<file path="config.mk">
export PLATFORM = sky130hd
export DESIGN_NAME = dh_modexp_flat
export DESIGN_NICKNAME = d
export VERILOG_FILES = /design/src/rtl/dh_modexp_if.sv /design/src/rtl/dh_modexp.sv /design/src/flat_wrapper.sv
export SDC_FILE = /design/constraint.sdc
export NUM_CORES = 1
export LEC_CHECK = 0
export ABC_AREA = 0
export CAP_MARGIN = 5
export CORE_MARGIN = 2
export CORE_UTILIZATION = 25
export DETAILED_ROUTE_END_ITERATION = 12
export RECOVER_POWER = 50
export SLEW_MARGIN = 20
export SYNTH_ARGS = -nofsm -noshare
export SYNTH_HDL_FRONTEND = slang
export SYNTH_SLANG_ARGS = --single-unit
</file>
<file path="constraint.sdc">
create_clock -name clk -period 16 [get_ports clk]
set_input_delay 1.6 -clock clk [delete_from_list [all_inputs] [get_ports clk]]
set_output_delay 1.6 -clock clk [all_outputs]
set_load 0.05 [all_outputs]
</file>
<file path="src/rtl/dh_modexp_if.sv">
// dh_modexp_if: operand/result handshake between a DH party and its modexp engine
interface dh_modexp_if #(parameter int WIDTH = 32);
  logic start;
  logic [WIDTH-1:0] base;
  logic [WIDTH-1:0] exponent;
  logic [WIDTH-1:0] modulus;
  logic busy;
  logic done;
  logic error;
  logic [WIDTH-1:0] result;
  modport master(output start, base, exponent, modulus, input busy, done, error, result);
  modport slave(input start, base, exponent, modulus, output busy, done, error, result);
endinterface

</file>
<file path="src/rtl/dh_modexp.sv">
// dh_modexp: constant-time right-to-left square-and-multiply, base^exponent mod modulus
module dh_modexp #(parameter int WIDTH = 32) (
  input logic clk,
  input logic rst_n,
  dh_modexp_if.slave io
);
  localparam int CW = $clog2(WIDTH + 1);
  localparam int IW = $clog2(WIDTH);
  localparam int XW = WIDTH + 2;
  typedef enum logic [1:0] {IDLE, MUL, STEP, FIN} state_t;
  state_t state_q, state_d;
  logic [WIDTH-1:0] r_q, r_d, b_q, b_d, e_q, e_d, m_q, m_d;
  logic [WIDTH-1:0] acc_r_q, acc_r_d, acc_b_q, acc_b_d, result_q, result_d;
  logic [CW-1:0] bitcnt_q, bitcnt_d;
  logic [IW-1:0] mulcnt_q, mulcnt_d, idx;
  logic error_q, error_d, mbit;
  // One shift-add step: (2*acc mod m + (add ? addend : 0)) mod m, all operands < m
  function automatic logic [WIDTH-1:0] mac(input logic [WIDTH-1:0] acc, addend, m, input logic add);
    logic [XW-1:0] t;
    t = {2'b0, acc} << 1;
    t = t >= {2'b0, m} ? t - {2'b0, m} : t;
    t = t + (add ? {2'b0, addend} : '0);
    t = t >= {2'b0, m} ? t - {2'b0, m} : t;
    return t[WIDTH-1:0];
  endfunction
  assign idx = IW'(WIDTH - 1) - mulcnt_q;
  assign mbit = b_q[idx];
  always_comb begin
    state_d = state_q;
    r_d = r_q;
    b_d = b_q;
    e_d = e_q;
    m_d = m_q;
    acc_r_d = acc_r_q;
    acc_b_d = acc_b_q;
    result_d = result_q;
    bitcnt_d = bitcnt_q;
    mulcnt_d = mulcnt_q;
    error_d = error_q;
    case (state_q)
      IDLE: if (io.start) begin
        r_d = WIDTH'(1);
        b_d = io.base;
        e_d = io.exponent;
        m_d = io.modulus;
        acc_r_d = '0;
        acc_b_d = '0;
        bitcnt_d = '0;
        mulcnt_d = '0;
        result_d = '0;
        error_d = io.modulus < WIDTH'(2) || io.base >= io.modulus;
        state_d = error_d ? FIN : MUL;
      end
      MUL: begin
        acc_r_d = mac(acc_r_q, r_q, m_q, mbit);
        acc_b_d = mac(acc_b_q, b_q, m_q, mbit);
        mulcnt_d = mulcnt_q + 1'b1;
        state_d = mulcnt_q == IW'(WIDTH - 1) ? STEP : MUL;
      end
      STEP: begin
        r_d = e_q[0] ? acc_r_q : r_q;
        b_d = acc_b_q;
        e_d = e_q >> 1;
        bitcnt_d = bitcnt_q + 1'b1;
        mulcnt_d = '0;
        acc_r_d = '0;
        acc_b_d = '0;
        state_d = bitcnt_q == CW'(WIDTH - 1) ? FIN : MUL;
        result_d = bitcnt_q == CW'(WIDTH - 1) ? r_d : result_q;
      end
      default: state_d = IDLE;
    endcase
  end
  always_ff @(posedge clk or negedge rst_n) begin
    if (!rst_n) begin
      state_q <= IDLE;
      r_q <= '0;
      b_q <= '0;
      e_q <= '0;
      m_q <= '0;
      acc_r_q <= '0;
      acc_b_q <= '0;
      result_q <= '0;
      bitcnt_q <= '0;
      mulcnt_q <= '0;
      error_q <= 1'b0;
    end else begin
      state_q <= state_d;
      r_q <= r_d;
      b_q <= b_d;
      e_q <= e_d;
      m_q <= m_d;
      acc_r_q <= acc_r_d;
      acc_b_q <= acc_b_d;
      result_q <= result_d;
      bitcnt_q <= bitcnt_d;
      mulcnt_q <= mulcnt_d;
      error_q <= error_d;
    end
  end
  assign io.busy = state_q == MUL || state_q == STEP;
  assign io.done = state_q == FIN;
  assign io.error = error_q;
  assign io.result = result_q;
endmodule

</file>
<file path="src/flat_wrapper.sv">
// flat-port wrapper written by rule: the top's interface ports become plain ports
module dh_modexp_flat 
#(parameter int WIDTH = 32)
  (clk, rst_n, io_start, io_base, io_exponent, io_modulus, io_busy, io_done, io_error, io_result);
  dh_modexp_if #(.WIDTH(WIDTH)) io_i ();
  input logic clk;
  input logic rst_n;
  input wire logic [$bits(io_i.start)-1:0] io_start;
  input wire logic [$bits(io_i.base)-1:0] io_base;
  input wire logic [$bits(io_i.exponent)-1:0] io_exponent;
  input wire logic [$bits(io_i.modulus)-1:0] io_modulus;
  output wire logic [$bits(io_i.busy)-1:0] io_busy;
  output wire logic [$bits(io_i.done)-1:0] io_done;
  output wire logic [$bits(io_i.error)-1:0] io_error;
  output wire logic [$bits(io_i.result)-1:0] io_result;
  assign io_i.start = io_start;
  assign io_i.base = io_base;
  assign io_i.exponent = io_exponent;
  assign io_i.modulus = io_modulus;
  assign io_busy = io_i.busy;
  assign io_done = io_i.done;
  assign io_error = io_i.error;
  assign io_result = io_i.result;
  dh_modexp #(.WIDTH(WIDTH)) u_core (.clk(clk), .rst_n(rst_n), .io(io_i));
endmodule
</file>
==> flow_summary.json <==
{
  "synthCells": 2820,
  "grt_max_degree": 142,
  "cts_made_buffers": 31,
  "post-route-min-period_ps": 8640,
  "antenna_found_initial": 2,
  "clock_skew_ps": 24.6,
  "multi_input_area_um2": 15900,
  "syn_area_um2": 22800,
  "die_y_um": 306,
  "coreArea_um2": 90300,
  "io_buffers": 133,
  "timing.final.crit_share_pct": 54.0,
  "drt-pass1-iter-count": 6,
  "post-synth-top-area-fraction_pct": 26.1,
  "hold_viol": 0,
  "clkTransAtPathRegs_ps": 60,
  "die-area_um2": 93800,
  "relSlewSlack_pct": -292,
  "holdPathStages": 2,
  "syn2layout_area_growth_pct": 15.6,
  "ioPinCount": 134,
  "drc": 0,
  "ys_async_sr_fraction_pct": 100,
  "cts_root_buffer": "clkbuf_16",
  "cts_htree_levels": 1,
  "cp.arrival_ps": 9110,
  "grt_pass1_wl_um": 117000,
  "status": "finished with violations",
  "setup_violations": 0,
  "synth_edf_count": 0,
  "synth_cell_types": 90,
  "cts_tree": "done",
  "yosysSeqAreaShare_pct": 26.1,
  "startpoint": "u_core.m_q[11]",
  "start_util_pct": 25.3,
  "hp-class": "reg2reg",
  "insertion_delay_ps": 600,
  "cp_max_fo": 54,
  "num_vias": 20800,
  "grt_pass1_vias": 19800,
  "post_cts_buffers": 0,
  "r2r-start": "u_core.m_q[11]",
  "drtIter0Drc": 1526,
  "tightest_slew_ps": 5870,
  "wire_per_inst_um": 18.6,
  "hold_start": "u_core.io.result[16]",
  "ff_latch_area_um2": 5960,
  "maxSlewViolCount": 307,
  "synth_warnings": 0,
  "ant_nets": 0,
  "avgViaCountPerCell": 5.10,
  "tns_ps": 0,
  "drive_gt1_share_pct": 4.75,
  "grt.total_usage_pct": 15.7,
  "setup.worst_path.class": "reg2reg",
  "violations": "max-capacitance violations, max-slew violations",
  "rows": 110,
  "cp_slowest_cell": "nor4b_1",
  "gp_congestion": 0.937,
  "fp.dieW_um": 306,
  "final_area_um2": 26400,
  "layout_common_cells": "nand2_1 (369), a21oi_1 (247), o21ai_0 (246)",
  "rrSetupSlack_ps": 7360,
  "routed_wl_um": 76000,
  "rsz0062_at_grt": "false",
  "cts_max_path_buffers": 3,
  "worst_ep_required_time_ps": 16470,
  "start_kind": "flip-flop",
  "synth_ff_type": "dfrtp_1",
  "diodes": 0,
  "placed_cell_area_um2": 25300,
  "syn_avg_cell_area_um2": 8.10,
  "syn-num-nets": 3156,
  "min_to": "u_core.io.result[16]",
  "r2r-end": "u_core.acc_b_q[0]",
  "yosys.area.top_type": "dfrtp_1",
  "hpwl_um": 60000,
  "synth.ff_latch_count": 238,
  "cpMostUsedCell": "a21oi_1",
  "yosys-top-cells-area": "dfrtp_1 (26%), ha_1 (13%), nand2_1 (6.1%)",
  "maxCapViolations": 5,
  "overflow": 0,
  "clock_sinks": 238,
  "fillers": 9629,
  "cts_resized": 0,
  "cp-end-kind": "flip-flop",
  "timing.fmax_mhz": 116,
  "reg2regPathDepth": 31,
  "layout_commonest_cell": "nand2_1",
  "cts_hold_buf": 0,
  "cpPeakStageDelay_ps": 710,
  "final_net_count": 3216
}
sequential cells by signal (all words and copies together) (netlist names):
register,flops
u_core.acc_b_q,32
u_core.acc_r_q,32
u_core.b_q,32
u_core.bitcnt_q,6
u_core.e_q,32
u_core.io.error,1
u_core.io.result,32
u_core.m_q,32
u_core.mulcnt_q,5
u_core.r_q,32
u_core.state_q,2
kinds of logic after synthesis:
logic type	count (synthesis)	share of synthesized area [%]
XOR/XNOR	166	6.36
AND/OR/NAND/NOR	859	17.9
buffers and inverters	254	4.46
adder cells (fa/ha/maj)	237	13.2
AO/OA/AOI/OAI	945	26.1
multiplexers	121	5.91
flip-flops	238	26.1
worst max-delay path by stage:
| stage | slack [ps] | cells after the start | to |
|---|---|---|---|
| 4_1_cts | 7470 | 31 | u_core.acc_b_q[0] |
| 3_5_place_dp | 7510 | 29 | u_core.acc_r_q[31] |
| 6_report | 7360 | 31 | u_core.acc_b_q[0] |
| 3_3_place_gp | 7570 | 33 | u_core.acc_b_q[1] |
| 5_1_grt | 6520 | 31 | u_core.acc_b_q[0] |
| 2_1_floorplan | 8780 | 32 | u_core.acc_b_q[25] |
through the flow:
stage	utilization (%)	hold slack, ps	instances	worst slack, ps
2_1_floorplan	-	450	2820	8780
3_3_place_gp	28.1	460	4022	7570
3_5_place_dp	28.1	470	4022	7510
4_1_cts	29.3	483	4079	7470
5_1_grt	29.2	504	4080	6520
6_report	29.2	473	4080	7360
critical path: cells and delay by family, from the launching register on:
kind | cells | cell delay, ps
compound gates | 19 | 4500
simple gates | 4 | 1400
fa+ha+maj | 3 | 990
buf+inv | 3 | 810
flops | 1 | 370
xor+xnor | 1 | 190
mux | 1 | 170
cell type report:
type / count / share of cell area (%)
multi-input combinational: 2328 / 60.3
sequential: 238 / 22.6
timing repair buffer: 153 / 5.67
tap: 1176 / 5.57
clock buffer: 39 / 3.17
inverter: 128 / 1.82
clock inverter: 18 / 0.948
cell usage after synthesis, types with 62 or more instances:
library cell and count:
dfrtp_1 238, xor2_1 62, clkbuf_1 97, a21o_1 109, xnor2_1 104, inv_1 128, nor2_1 135, nor2b_1 118
a21oi_1 248, nand2_1 370, mux2i_1 100, o21ai_0 246, ha_1 231
metal layers:
metal | share of wire, % | GRT usage [%] | vias to the layer above
met1 | 48 | 22.5 | 9764
met5 | 0.036 | 0 | -
met2 | 43 | 24.2 | 591
li1 | - | - | 10300
met4 | 2.9 | 4.70 | 4
met3 | 6.2 | 2.58 | 104
Power is left out: the tool's default activity adds up to more than one toggle a clock period on the data nets, which glitch-free logic cannot reach.
